### src/rtl/axi_pkg.sv
// Shared AXI write-address definitions: burst encodings, default field widths
// and the burst legality check used by the AW burst address generator.
package axi_pkg;

    localparam int AXI_ADDR_WIDTH = 32;
    localparam int AXI_BURST_TYPE = 2;
    localparam int AXI_BURST_LEN  = 8;
    localparam int AXI_BEAT_SIZE  = 3;
    localparam int AXI_ID         = 5;

    typedef enum logic [1:0] {
        BURST_FIXED = 2'b00,
        BURST_INCR  = 2'b01,
        BURST_WRAP  = 2'b10,
        BURST_RSVD  = 2'b11
    } axi_burst_e;

    typedef enum logic {
        ST_IDLE  = 1'b0,
        ST_BURST = 1'b1
    } aw_state_e;

    // Reserved bursts and wraps whose length is not 2/4/8/16 beats are illegal
    function automatic logic burst_is_illegal(input logic [1:0] burst, input logic [7:0] len);
        logic wrap_len_ok;
        wrap_len_ok = (len == 8'd1) || (len == 8'd3) || (len == 8'd7) || (len == 8'd15);
        return (burst == BURST_RSVD) || ((burst == BURST_WRAP) && !wrap_len_ok);
    endfunction

endpackage

### src/rtl/axi_next_addr.sv
// Combinational next-beat address for FIXED, INCR and WRAP bursts.
module axi_next_addr
    import axi_pkg::*;
#(
    parameter int ADDR_WIDTH = AXI_ADDR_WIDTH,
    parameter int BURST_TYPE = AXI_BURST_TYPE,
    parameter int BURST_LEN  = AXI_BURST_LEN,
    parameter int BEAT_SIZE  = AXI_BEAT_SIZE
) (
    input  logic [ADDR_WIDTH-1:0] addr,
    input  logic [BEAT_SIZE-1:0]  size,
    input  logic [BURST_LEN-1:0]  len,
    input  logic [BURST_TYPE-1:0] burst,
    output logic [ADDR_WIDTH-1:0] next_addr
);

    logic [ADDR_WIDTH-1:0] incr_s;
    logic [ADDR_WIDTH-1:0] container_s;
    logic [ADDR_WIDTH-1:0] lower_s;
    logic [ADDR_WIDTH-1:0] seq_s;

    assign incr_s      = {{(ADDR_WIDTH-1){1'b0}}, 1'b1} << size;
    assign container_s = ({{(ADDR_WIDTH-BURST_LEN){1'b0}}, len} + {{(ADDR_WIDTH-1){1'b0}}, 1'b1}) << size;
    assign lower_s     = addr & ~(container_s - {{(ADDR_WIDTH-1){1'b0}}, 1'b1});
    assign seq_s       = addr + incr_s;

    // Select the next address by burst type; anything unexpected steps as INCR
    always_comb begin
        next_addr = seq_s;
        case (burst)
            BURST_FIXED: next_addr = addr;
            BURST_INCR:  next_addr = seq_s;
            BURST_WRAP: begin
                if (seq_s == (lower_s + container_s)) begin
                    next_addr = lower_s;
                end else begin
                    next_addr = seq_s;
                end
            end
            default:     next_addr = seq_s;
        endcase
    end

endmodule

### src/rtl/aw_burst_addr_gen.sv
// Accepts one AW command at a time and expands it into per-beat write
// addresses and IDs with valid/ready handshaking on the beat side.
module aw_burst_addr_gen
    import axi_pkg::*;
#(
    parameter int ADDR_WIDTH = AXI_ADDR_WIDTH,
    parameter int BURST_TYPE = AXI_BURST_TYPE,
    parameter int BURST_LEN  = AXI_BURST_LEN,
    parameter int BEAT_SIZE  = AXI_BEAT_SIZE,
    parameter int ID         = AXI_ID
) (
    input  logic                  AW_burst_clk,
    input  logic                  AW_burst_rst,
    input  logic [ADDR_WIDTH-1:0] in_AWADDR,
    input  logic [BURST_TYPE-1:0] in_AWBURST,
    input  logic [BURST_LEN-1:0]  in_AWLEN,
    input  logic [BEAT_SIZE-1:0]  in_AWSIZE,
    input  logic [ID-1:0]         in_AWID,
    input  logic                  in_AWVALID,
    output logic                  out_AWREADY,
    output logic [ADDR_WIDTH-1:0] beat_addr,
    output logic [ID-1:0]         beat_id,
    output logic                  beat_valid,
    input  logic                  beat_ready,
    output logic                  beat_last,
    output logic                  busy,
    output logic                  err_illegal
);

    aw_state_e             state_r;
    logic [ADDR_WIDTH-1:0] addr_r;
    logic [BURST_TYPE-1:0] burst_r;
    logic [BURST_LEN-1:0]  len_r;
    logic [BEAT_SIZE-1:0]  size_r;
    logic [ID-1:0]         id_r;
    logic [BURST_LEN-1:0]  cnt_r;
    logic                  beat_valid_r;
    logic                  beat_last_r;
    logic                  busy_r;
    logic                  err_r;
    logic                  illegal_s;
    logic [ADDR_WIDTH-1:0] next_addr_s;

    assign illegal_s   = burst_is_illegal(2'(in_AWBURST), 8'(in_AWLEN));
    assign out_AWREADY = (state_r == ST_IDLE) && !AW_burst_rst;
    assign beat_addr   = addr_r;
    assign beat_id     = id_r;
    assign beat_valid  = beat_valid_r;
    assign beat_last   = beat_last_r;
    assign busy        = busy_r;
    assign err_illegal = err_r;

    axi_next_addr #(
        .ADDR_WIDTH (ADDR_WIDTH),
        .BURST_TYPE (BURST_TYPE),
        .BURST_LEN  (BURST_LEN),
        .BEAT_SIZE  (BEAT_SIZE)
    ) u_next_addr (
        .addr      (addr_r),
        .size      (size_r),
        .len       (len_r),
        .burst     (burst_r),
        .next_addr (next_addr_s)
    );

    // Command acceptance, beat sequencing and all registered outputs
    always_ff @(posedge AW_burst_clk) begin
        if (AW_burst_rst) begin
            state_r      <= ST_IDLE;
            addr_r       <= '0;
            burst_r      <= '0;
            len_r        <= '0;
            size_r       <= '0;
            id_r         <= '0;
            cnt_r        <= '0;
            beat_valid_r <= 1'b0;
            beat_last_r  <= 1'b0;
            busy_r       <= 1'b0;
            err_r        <= 1'b0;
        end else begin
            case (state_r)
                ST_IDLE: begin
                    if (in_AWVALID) begin
                        state_r      <= ST_BURST;
                        addr_r       <= in_AWADDR;
                        // Illegal commands are carried out as INCR
                        burst_r      <= illegal_s ? BURST_TYPE'(BURST_INCR) : in_AWBURST;
                        len_r        <= in_AWLEN;
                        size_r       <= in_AWSIZE;
                        id_r         <= in_AWID;
                        cnt_r        <= '0;
                        beat_valid_r <= 1'b1;
                        beat_last_r  <= (in_AWLEN == '0);
                        busy_r       <= 1'b1;
                        err_r        <= illegal_s;
                    end else begin
                        beat_valid_r <= 1'b0;
                        beat_last_r  <= 1'b0;
                        busy_r       <= 1'b0;
                        err_r        <= 1'b0;
                    end
                end
                ST_BURST: begin
                    err_r <= 1'b0;
                    if (beat_valid_r && beat_ready) begin
                        if (beat_last_r) begin
                            state_r      <= ST_IDLE;
                            beat_valid_r <= 1'b0;
                            beat_last_r  <= 1'b0;
                            busy_r       <= 1'b0;
                        end else begin
                            addr_r      <= next_addr_s;
                            cnt_r       <= cnt_r + {{(BURST_LEN-1){1'b0}}, 1'b1};
                            beat_last_r <= ((cnt_r + {{(BURST_LEN-1){1'b0}}, 1'b1}) == len_r);
                        end
                    end else begin
                        beat_valid_r <= beat_valid_r;
                    end
                end
                default: begin
                    state_r      <= ST_IDLE;
                    beat_valid_r <= 1'b0;
                    beat_last_r  <= 1'b0;
                    busy_r       <= 1'b0;
                    err_r        <= 1'b0;
                end
            endcase
        end
    end

endmodule

### config.mk
export PLATFORM = sky130hd
export DESIGN_NAME = aw_burst_addr_gen
export DESIGN_NICKNAME = d
export VERILOG_FILES = /design/src/rtl/axi_pkg.sv /design/src/rtl/axi_next_addr.sv /design/src/rtl/aw_burst_addr_gen.sv
export SDC_FILE = /design/constraint.sdc
export NUM_CORES = 1
export LEC_CHECK = 0
export BUFFER_PORTS_ARGS = -buffer_cell sky130_fd_sc_hd__buf_2
export CAP_MARGIN = 20
export CORE_AREA = 2 2 134 136
export DETAILED_ROUTE_END_ITERATION = 8
export DIE_AREA = 0 0 136 138
export HOLD_SLACK_MARGIN = 0.08
export SLEW_MARGIN = 30
export SYNTH_ARGS = -nofsm -noshare
export SYNTH_HDL_FRONTEND = slang
export SYNTH_SLANG_ARGS = --single-unit
### constraint.sdc
create_clock -name AW_burst_clk -period 9.3 [get_ports AW_burst_clk]
set_clock_uncertainty 0.1 [all_clocks]
set_input_delay 0.465 -clock AW_burst_clk [delete_from_list [all_inputs] [get_ports AW_burst_clk]]
set_output_delay 0.465 -clock AW_burst_clk [all_outputs]
set_load 0.005 [all_outputs]
; Word-level counts from Yosys, hierarchy flattened
; Index checks and enable logic that the tools add are counted.
[classes]
n_addsub = 5
n_eq_ne = 14
shifts = 2
n_mux = 24
bitwise_logic = 3
reduce_logical = 15
[ops]
columns = op, count
row1 = 32-bit two-way mux, 4
row2 = 32-bit one-hot mux with 2 select lines, 2
row3 = 32-bit adder, 2
row4 = 32-bit bitwise AND, 1
row5 = 32-bit == test, 1
row6 = 32-bit inverter, 1
row7 = 1-bit by 3-bit << shifter with 32-bit output (first input constant), 1
row8 = 32-bit by 3-bit << shifter with 32-bit output, 1
row9 = 32-bit by 1-bit subtractor with 32-bit output (second input constant), 1
row10 = 8-bit two-way mux, 3
row11 = 8-bit one-hot mux with 2 select lines, 1
row12 = 8-bit by 1-bit adder with 9-bit output (second input constant), 1
row13 = 1-bit two-way mux, 9
row14 = 8-bit by 1-bit adder with 8-bit output (second input constant), 1
row15 = 8-bit by 1-bit == test with 1-bit output (second input constant), 1
row16 = 8-bit by 2-bit == test with 1-bit output (second input constant), 1
row17 = 8-bit by 3-bit == test with 1-bit output (second input constant), 1
row18 = 8-bit by 4-bit == test with 1-bit output (second input constant), 1
row19 = 8-bit == test, 1
row20 = 8-bit zero test, 1
row21 = 1-bit one-hot mux with 2 select lines, 4
row22 = 2-bit == test (second input constant), 3
row23 = 2-bit != test (second input constant), 3
row24 = 1-bit logical OR, 4
row25 = 9 further kinds, 14
[word_totals]
regBits = 62
inputBits = 54
output_inout_bits = 42
wordCells = 73

; Longest topological paths before layout
; Gate-level depths: netlist of run 1.
[logic_depth]
depth_word = 12
depth_mapped = 30
depth_no_buf = 26

; By module
; From an unflattened synthesis of run 1, not the netlist that was laid out.
[unflattened]
hier_cells = 1224
area_unflattened_um2 = 8629.5
[by_module_without_submodules]
columns = mod, n_inst, cells_each, area_per_inst_um2, seq_area_each_um2
row1 = axi_next_addr, 1, 894, 5743.0, 0.0
row2 = aw_burst_addr_gen, 1, 330, 2886.5, 1241.2

; Worst setup path before layout of run 1
; Ideal clock, no wire load.
[synth_path]
path_type = reg2reg
start = register len_r[1]
end = register addr_r[3], in the netlist beat_addr[3]
setup_time_ns = 0.132
arrival_time_ns = 5.919
required_ns = 9.068
slack_ns = 3.148
stages_incl_launch_ff = 28
path_buffers = 3
period_less_slack_ns = 6.152
cell_sequence = dfxtp_1 -> ha_1 -> buf_4 -> and3_4 -> mux2_4 -> o31a_4 -> nor3_4 -> nand3_1 -> nor4_4 -> nor3b_1 -> ha_1 -> nand2_1 -> inv_1 -> ha_1 -> nand2_1 -> nor3_1 -> o211ai_2 -> a21oi_4 -> xor2_1 -> a31oi_1 -> a311o_1 -> nor4b_2 -> and4_1 -> buf_4 -> buf_6 -> nor2_1 -> o311ai_1 -> a21oi_1
[synth_via]
elab_chain_cells = 12
[synth_lines]
columns = element, line_no
row1 = start: declaration, aw_burst_addr_gen.sv:33  ; logic [BURST_LEN-1:0] len_r;
row2 = start signal: assignment, aw_burst_addr_gen.sv:88  ; len_r <= in_AWLEN;
row3 = 8-bit by 1-bit adder with 9-bit output (*), axi_next_addr.sv:23  ; assign container_s = ({{(ADDR_WIDTH-BURST_LEN){1'b0}}, len} + {{(ADDR_WIDTH-1){1'b0}}, 1'b1}) << size;
row4 = 32-bit by 3-bit << shifter with 32-bit output (*), axi_next_addr.sv:23
row5 = 32-bit by 1-bit subtractor with 32-bit output, axi_next_addr.sv:24  ; assign lower_s = addr & ~(container_s - {{(ADDR_WIDTH-1){1'b0}}, 1'b1});
row6 = 32-bit inverter, axi_next_addr.sv:24
row7 = 32-bit bitwise AND, axi_next_addr.sv:24
row8 = 32-bit adder, axi_next_addr.sv:34  ; if (seq_s == (lower_s + container_s)) begin
row9 = 32-bit == test, axi_next_addr.sv:34
row10 = 32-bit two-way mux (*), axi_next_addr.sv:34
row11 = 32-bit one-hot mux with 2 select lines (*), axi_next_addr.sv:30  ; case (burst)
row12 = 32-bit two-way mux (*), aw_burst_addr_gen.sv:106  ; if (beat_last_r) begin
row13 = 32-bit two-way mux (*), aw_burst_addr_gen.sv:105  ; if (beat_valid_r && beat_ready) begin
row14 = 32-bit one-hot mux with 2 select lines (*), aw_burst_addr_gen.sv:81  ; case (state_r)
row15 = end signal: assignment, aw_burst_addr_gen.sv:85  ; addr_r <= in_AWADDR;
row16 = end signal: assignment, aw_burst_addr_gen.sv:112  ; addr_r <= next_addr_s;
row17 = end: declaration, aw_burst_addr_gen.sv:31  ; logic [ADDR_WIDTH-1:0] addr_r;
; Mark *: on every way between the ends. The rest lies on a longest branch, timed or not. The select of a mux whose other input is x is not followed.
; A chain may end at the register's enable or synchronous reset.

; Worst setup path after layout of run 1
[layout_path]
start = register len_r[0]
end = register addr_r[27], in the netlist beat_addr[27]
; Same word-level chain as after synthesis.

==> impl_metrics.json, run 1 <==
{
  "clkPwrFrac": 0.327,
  "drcViolationCount": 0,
  "drive_above_1_share": 0.160,
  "overflow": 0,
  "rrSetupSlack_ps": 1220,
  "cts_hold_buf": 0,
  "internal-power_mw": 0.617,
  "hold_viol": 0,
  "maxCapViolCount": 0,
  "syn2layout_area_growth_pct": 10.7,
  "path_clk_slew_ps": 60,
  "dp_hpwl_um": 21100,
  "comb_power_share": 0.358,
  "drt-initial-drc-count": 880,
  "finalMaxSlewViolations": 0,
  "hold_class": "in2reg",
  "syn_area_um2": 7720,
  "antenna_found_initial": 0,
  "clock_sinks": 62,
  "via_per_inst": 6.24,
  "io_buffers": 95,
  "hold-worst-slack_ps": 248,
  "pre_cts_ws_ps": 1450,
  "cts_buffer_depth": 2,
  "grt_pass1_wl_um": 44600,
  "switching_share": 0.410,
  "hold_depth": 3,
  "synthArstFlopShare": 0,
  "startpoint_type": "register",
  "required_ps": 9410,
  "clock.fmax_mhz": 124,
  "reg2reg_from": "len_r[0]",
  "htreeDepth": 3,
  "wl_um": 27900,
  "die-area_um2": 18800,
  "core_um2": 17500,
  "grt_pass1_vias": 7994,
  "synth_seq_cells": 62,
  "yosysWarningCount": 0,
  "cts.repair.resized": 0,
  "hp-start": "in_AWID[0]",
  "clkLatencyLatePin_ps": 360,
  "syn_inst": 1091,
  "layout.nets": 1220,
  "p_seq_frac": 0.315,
  "fp.dieH_um": 138,
  "nFillCells": 1876,
  "cts_made_buffers": 9,
  "ys_seq_area_frac": 0.161,
  "hold_end": "beat_id[0]",
  "syn_area_per_cell_um2": 7.08,
  "cts_setup_buffers": 0,
  "synth_most_common_cell": "nand2_1",
  "period_needed_ps": 8080,
  "synth_area_leaders": "dfxtp_1 16%, nand2_1 6.6%, a21oi_1 5.6%",
  "setup_viol": 0,
  "max_slew_margin": 0.392,
  "switchingPower_mw": 0.428,
  "die-width_um": 136,
  "crit_arrival_ps": 8190,
  "synth_common_cells": "136 x nand2_1, 95 x nor2_1, 86 x a21oi_1",
  "netlist.top_cell.by_area": "dfxtp_1",
  "place.gp.congestion": 0.985,
  "syn_nets": 1169,
  "ios": 96,
  "routedWlPerCell_um": 20.3,
  "cp-end-kind": "register",
  "worstReg2RegEnd": "beat_addr[27]",
  "ant_nets": 0,
  "rsz0062_at_grt": "false",
  "synth_edf_count": 0,
  "period_share": 0.869,
  "max_slew.worst_pin.slew_ps": 910,
  "synth_top_area_share": 0.161,
  "fin_tns_setup_ps": 0,
  "ir_drop_v": 0.0000921,
  "synth_flop_cell": "dfxtp_1",
  "worst-path-max-fanout": 17,
  "first_pass_iters": 6,
  "grt_max_degree": 57,
  "start_util": 0.440,
  "worst_slack_ps": 1220,
  "p_leak_nw": 3.39,
  "status": "completed",
  "clock-root-buffer": "clkbuf_16",
  "r2r_cells": 24,
  "num_rows": 49,
  "antennaDiodeCount": 0,
  "cts_tree": "done",
  "crit_type": "reg2reg",
  "ys_types": 103,
  "vias": 8591,
  "grt_usage": 0.300,
  "power_density_nw_per_um2": 122
}
==> cells in the final DEF, fill, tap and decap left out, types with 15 or more instances in the layout <==
cell type    n
a211oi_1    20
a21o_1      15
a21oi_1     86
a31oi_1     18
and2_1      21
and3_1      27
buf_2       95
dfxtp_1     61
ha_1        23
inv_1       32
mux2i_1     20
nand2_1    136
nand3_1     38
nand4_1     17
nor2_1      95
nor2b_1     15
nor3_1      32
o21ai_0     56
xnor2_1     46
xor2_1      30
==> per-stage QoR <==
stage                     area, µm²  power [mW]  cells   util
after floorplan                7720       0.589   1091      -
after global placement         8260       0.702   1360  0.471
after detailed placement       8270       0.703   1360  0.471
after CTS                      8550        1.05   1376  0.487
after global routing           8550        1.10   1376  0.487
final                          8550        1.04   1376  0.487
==> power by group through the flow <==
stage               clock network [mW]  logic (mW)  registers, mW
finish                           0.342       0.374          0.329
global placement                     0       0.369          0.333
global route                     0.358       0.413          0.333
CTS                              0.348       0.371          0.328
floorplan                            0       0.279          0.309
detailed placement                   0       0.369          0.334
==> area by class of cell <==
cell class                 instances  area [µm²]  share of cell area
clock inverter                     7        55.1             0.00644
tap                              229         287              0.0335
timing repair buffer             108         573              0.0670
inverter                          33         124              0.0145
clock buffer                       9         225              0.0264
sequential                        62        1240               0.145
multi-input combinational        928        6040               0.707
==> state kept, by name, summed over array words and instances, names as in the netlist <==
register,flops
beat_addr,32
beat_id,5
beat_last,1
burst_r,2
busy,1
cnt_r,8
err_illegal,1
len_r,8
size_r,3
state_r,1
==> how the worst max path moves through the flow <==
stage | to | cells past startpoint | slack, ps | startpoint
2_1_floorplan | beat_addr[3] | 27 | 3150 | len_r[1]
5_1_grt | beat_addr[27] | 24 | 630 | size_r[0]
6_report | beat_addr[27] | 24 | 1220 | len_r[0]
3_5_place_dp | beat_addr[27] | 24 | 1450 | len_r[0]
3_3_place_gp | beat_addr[27] | 24 | 1450 | size_r[0]
4_1_cts | beat_addr[27] | 24 | 1430 | len_r[0]
==> metal layers <==
layer / up-vias / GRT usage / share of wire
met2: 308 / 0.475 / 0.46
li1: 4148 / - / -
met1: 4082 / 0.415 / 0.45
met5: - / 0 / 0
met3: 53 / 0.0326 / 0.055
met4: 0 / 0.120 / 0.036
==> critical path: stages, from the launching register on <==
cell and delay, ps:
dfxtp_1 620, ha_1 490, and3_4 270, mux2i_1 230
nor3_1 120, a2111oi_0 680, nand2_1 300, or3_1 370
and3_1 180, ha_1 410, inv_1 180, o21bai_1 230
a21o_1 170, a221oi_1 100, o21ai_0 370, inv_1 150
a21oi_4 270, xor2_1 330, a31oi_1 160, a311o_1 400
nor4b_2 310, and4_1 790, a21oi_1 380, o22ai_1 220
a21oi_1 90
==> cell families (layout without fill, tap and decap cells) <==
kind of cell,Yosys count,count (layout),share of synthesized area
flops,62,62,0.161
simple gates,484,484,0.337
xor+xnor,78,78,0.0912
fa+ha+maj,24,24,0.0399
compound gates,317,317,0.279
buf+inv,101,157,0.0587
mux,25,25,0.0337
No activity file was read; power rests on OpenSTA's default activity.
==> run 2, diff against run 1 <==
Settings changed: ABC_CLOCK_PERIOD_IN_PS set to 9300, CORE_AREA 2 2 134 136 to 2 2 160 115, DIE_AREA 0 0 136 138 to 0 0 162 117.
==> run 2 against run 1 <==
Largest cell class unchanged. Total power rose by 0.42%. Flip-flop and latch count did not move. Critical path depth did not move.
==> impl_metrics.json, run 2 (synthesis results as in run 1) <==
{
  "maxCapViolCount": 0,
  "ant_nets": 0,
  "via_per_inst": 6.31,
  "ios": 96,
  "vias": 8714,
  "hold_class": "in2reg",
  "hold-worst-slack_ps": 252,
  "dr.max_layer_used": "met4",
  "core_um2": 17500,
  "postLayoutCoreUtil": 0.487,
  "die-area_um2": 19000,
  "hold_end": "beat_id[4]",
  "die-width_um": 162,
  "period_share": 0.885,
  "switchingPower_mw": 0.430,
  "io_buffers": 95,
  "switching_share": 0.410,
  "overflow": 0,
  "cts_made_buffers": 9,
  "period_needed_ps": 8230,
  "startpoint_type": "register",
  "grt_pass1_vias": 7521,
  "drcViolationCount": 0,
  "comb_power_share": 0.361,
  "clkLatencyLatePin_ps": 350,
  "clock-root-buffer": "clkbuf_16",
  "p_seq_frac": 0.316,
  "dp_hpwl_um": 21500,
  "final_common_cell": "nand2_1",
  "antennaDiodeCount": 0,
  "cts_setup_buffers": 0,
  "antenna_found_initial": 0,
  "cts.repair.resized": 0,
  "worst-path-max-fanout": 17,
  "rrSetupSlack_ps": 1070,
  "crit_arrival_ps": 8330,
  "grt_usage": 0.294,
  "grt_max_degree": 57,
  "routedWlPerCell_um": 20.3,
  "hold_viol": 0,
  "drive_above_1_share": 0.157,
  "start_util": 0.440,
  "worstReg2RegEnd": "beat_addr[30]",
  "hold_depth": 3,
  "internal-power_mw": 0.619,
  "cts_tree": "done",
  "syn2layout_area_growth_pct": 10.7,
  "largest_reg_flops": 32,
  "status": "completed",
  "wl_met2_um": 10400,
  "grt_pass1_wl_um": 43400,
  "max_slew.worst_pin.slew_ps": 991,
  "setup_viol": 0,
  "first_pass_iters": 5,
  "num_rows": 41,
  "clock_sinks": 62,
  "reg2reg_from": "len_r[0]",
  "power_density_nw_per_um2": 123,
  "hp-start": "in_AWID[4]",
  "cp-end-kind": "register",
  "cts_hold_buf": 0,
  "wl_met1_um": 14300,
  "cts_buffer_depth": 2,
  "fp.dieH_um": 117,
  "htreeDepth": 3,
  "ir_drop_v": 0.000121,
  "wl_met3_um": 2980,
  "path_clk_slew_ps": 60,
  "nFillCells": 1814,
  "wl_um": 28100,
  "r2r_cells": 24,
  "finalMaxSlewViolations": 0,
  "crit_type": "reg2reg",
  "rsz0062_at_grt": "false",
  "place.gp.congestion": 0.986,
  "max_slew_margin": 0.337,
  "required_ps": 9400,
  "p_leak_nw": 3.39,
  "drt-initial-drc-count": 800,
  "clkPwrFrac": 0.323,
  "layout.nets": 1218,
  "clock.fmax_mhz": 121,
  "mostFrequentLayoutCells": "136 x nand2_1, 95 x nor2_1, 95 x buf_2, 86 x a21oi_1, 61 x dfxtp_1",
  "fin_tns_setup_ps": 0
}
run 2: cell types whose count changed in the layout (fill, tap and decap cells not counted):
cell      previous run  this run
clkinv_2             1         0
nor4_2               4         3
inv_6                4         2
clkinv_4             0         1
buf_4               13        11
nor4_1              12        13
nor2b_4              0         1
nor2b_2              1         0
inv_8                0         2
run 2: layout make-up:
| type | count | area, µm² | share of cell area |
|---|---|---|---|
| clock buffer | 9 | 225 | 0.0263 |
| inverter | 33 | 124 | 0.0145 |
| multi-input combinational | 928 | 6040 | 0.707 |
| clock inverter | 7 | 63.8 | 0.00746 |
| tap | 236 | 295 | 0.0345 |
| sequential | 62 | 1240 | 0.145 |
| timing repair buffer | 106 | 558 | 0.0653 |
run 2: power by group through the flow:
| stage | logic [mW] | registers (mW) | clock network (mW) |
|---|---|---|---|
| 2_1_floorplan | 0.279 | 0.309 | 0 |
| 3_3_place_gp | 0.366 | 0.334 | 0 |
| 3_5_place_dp | 0.366 | 0.335 | 0 |
| 4_1_cts | 0.368 | 0.329 | 0.341 |
| 5_1_grt | 0.414 | 0.334 | 0.354 |
| 6_report | 0.379 | 0.331 | 0.339 |
run 2: through the flow:
step                setup WS (ps)  power (mW)  cells  area, µm²
finish                       1070        1.05   1381       8550
global route                  497        1.10   1381       8550
CTS                          1280        1.04   1381       8540
detailed placement           1320       0.701   1365       8250
global placement             1420       0.701   1365       8250
floorplan                    3150       0.589   1091       7720
run 2: metal layers:
metal | GRT usage | up-vias
li1 | - | 4143
met1 | 0.473 | 4080
met2 | 0.380 | 458
met3 | 0.0782 | 33
met4 | 0.0525 | 0
met5 | 0 | -
run 2: how the worst max path moves through the flow:
| stage | startpoint | end | slack, ps | depth (start not counted) |
|---|---|---|---|---|
| global route | len_r[0] | beat_addr[20] | 500 | 24 |
| global placement | len_r[0] | beat_addr[27] | 1420 | 24 |
| detailed placement | len_r[0] | beat_addr[30] | 1320 | 24 |
| CTS | len_r[0] | beat_addr[30] | 1280 | 24 |
| finish | len_r[0] | beat_addr[30] | 1070 | 24 |
| floorplan | len_r[1] | beat_addr[3] | 3150 | 27 |
run 2: worst max-delay path, stage by stage (launching register included):
cell and delay, ps:
dfxtp_1 630, ha_1 510, and3_4 270, mux2_4 320, o31a_4 400, nor3_4 330, nand3_1 220, nor4_4 680
nor3b_1 370, ha_1 290, nand2_1 80, inv_1 50, ha_1 350, nand2_1 90, nor3_1 230, o211ai_2 170
a21oi_4 340, xor2_1 270, a31oi_1 150, a311o_1 400, nor4b_2 310, and4_1 820, a21oi_1 400, o22ai_1 220
a21oi_1 90
==> run 3, diff against run 2 <==
Settings changed: CORE_AREA 2 2 160 115 to 2 2 145 105, DIE_AREA 0 0 162 117 to 0 0 147 107, PLACE_DENSITY set to 0.75.
==> run 3 against run 2 <==
Sequential share of layout area is 0.11 points higher. Register-to-register slack better by 90 ps. Worst hold slack gained 2.6 ps. Global-route usage is 5.4 points higher. Final area shrank 0.75%. Wire length decreased by 2.1%. Via count grew 1.6%.
==> impl_metrics.json, run 3 (synthesis results as in run 1) <==
{
  "status": "completed",
  "period_needed_ps": 8140,
  "hold_viol": 0,
  "mostFrequentLayoutCells": "136 x nand2_1, 95 x nor2_1, 95 x buf_2, 86 x a21oi_1, 61 x dfxtp_1",
  "overflow": 0,
  "layout.nets": 1219,
  "grt_pass1_wl_um": 43400,
  "post-place-cells": 1325,
  "io_buffers": 95,
  "crit_arrival_ps": 8310,
  "grt_max_degree": 57,
  "drt-initial-drc-count": 1119,
  "pre_cts_ws_ps": 1440,
  "cts_made_buffers": 9,
  "cts_setup_buffers": 0,
  "path_clk_slew_ps": 60,
  "cts.repair.resized": 0,
  "cp-end-kind": "register",
  "cts_hold_buf": 0,
  "rrSetupSlack_ps": 1160,
  "r2r_cells": 24,
  "final_common_cell": "nand2_1",
  "setup_viol": 0,
  "ir_drop_v": 0.000111,
  "postLayoutCoreUtil": 0.591,
  "cts_buffer_depth": 2,
  "die-area_um2": 15700,
  "max_slew.worst_pin.slew_ps": 973,
  "p_leak_nw": 3.39,
  "die-width_um": 147,
  "wl_um": 27500,
  "period_share": 0.875,
  "fin_area_um2": 8480,
  "dp_hpwl_um": 20900,
  "crit_type": "reg2reg",
  "start_util": 0.538,
  "rsz0062_at_grt": "false",
  "vias": 8855,
  "maxCapViolCount": 0,
  "antennaDiodeCount": 0,
  "antenna_found_initial": 0,
  "clock.fmax_mhz": 123,
  "reg2reg_from": "len_r[0]",
  "grt_pass1_vias": 7831,
  "required_ps": 9470,
  "clkLatencyLatePin_ps": 350,
  "ant_nets": 0,
  "cp-startpoint": "len_r[0]",
  "via_per_inst": 6.60,
  "clock-root-buffer": "clkbuf_16",
  "place.gp.congestion": 1.01,
  "crit_end": "beat_addr[4]",
  "first_pass_iters": 5,
  "num_rows": 37,
  "largest_reg_flops": 32,
  "clock_sinks": 62,
  "syn2layout_area_growth_pct": 9.90,
  "cts_tree": "done",
  "instances_no_fill": 1341,
  "finalMaxSlewViolations": 0,
  "max_slew_margin": 0.349,
  "htreeDepth": 3,
  "startpoint_type": "register",
  "postPlaceCellArea_um2": 8200,
  "worst-path-max-fanout": 17,
  "hold_class": "in2reg",
  "drive_above_1_share": 0.156,
  "worstReg2RegEnd": "beat_addr[4]",
  "power_density_nw_per_um2": 122,
  "routedWlPerCell_um": 20.5,
  "fin_tns_setup_ps": 0,
  "fp.dieH_um": 107,
  "grt_usage": 0.347,
  "ios": 96,
  "drcViolationCount": 0,
  "core_um2": 14400,
  "worst_slack_ps": 1160
}
[run 3: changes by cell type in the layout (fill, tap and decap cells not counted), sizes merged]
cell | previous run | this run
buf | 106 | 107
clkinv | 1 | 2
inv | 37 | 36
[run 3: critical path, stage by stage, from the launching register on]
cell and delay [ps]:
dfxtp_1 630, ha_1 490, and3_4 270, mux2_4 320, o31a_4 400, nor3_4 330, nand3_1 200, nor4_4 610
nor3b_1 300, ha_1 270, nand2_1 90, inv_1 50, ha_1 330, nand2_1 80, nor3_1 280, o211ai_2 200
a21oi_4 350, xor2_1 280, a31oi_1 150, a311o_1 400, nor4b_2 420, and4_1 770, nand3_1 190, a311o_1 400
a21oi_1 140
[run 3: worst min-delay path by stage]
stage | cells past startpoint | slack (ps) | startpoint | endpoint
floorplan | 2 | 350 | beat_id[0] | beat_id[0]
global placement | 2 | 340 | beat_id[2] | beat_id[2]
detailed placement | 2 | 340 | beat_id[2] | beat_id[2]
CTS | 3 | 250 | in_AWID[1] | beat_id[1]
global route | 3 | 270 | in_AWID[2] | beat_id[2]
finish | 3 | 250 | in_AWID[4] | beat_id[4]
[run 3: power breakdown]
part           internal, mW  total [mW]  switching, mW
clock                 0.184       0.327          0.143
combinational         0.148       0.379          0.231
sequential            0.285       0.330         0.0458
[run 3: area by class of cell]
type                            instances  area, µm²
Inverter                               33        124
Sequential cell                        62       1240
Multi-Input combinational cell        928       6030
Timing Repair Buffer                  107        566
Clock buffer                            9        225
Tap cell                              195        244
Clock inverter                          7       57.6
Fill cell                            1375       5870
[run 3: per-stage QoR]
step,hold slack (ps),power (mW)
2_1_floorplan,353,0.589
4_1_cts,252,1.02
5_1_grt,270,1.09
3_5_place_dp,343,0.697
3_3_place_gp,343,0.695
6_report,255,1.04
[run 3: per-layer routing]
metal,wire [µm],track usage,vias to the layer above
met4,432,0.0776,0
met1,12900,0.548,4095
met3,3700,0.0889,38
met5,0,0,-
li1,-,-,4135
met2,10400,0.459,587
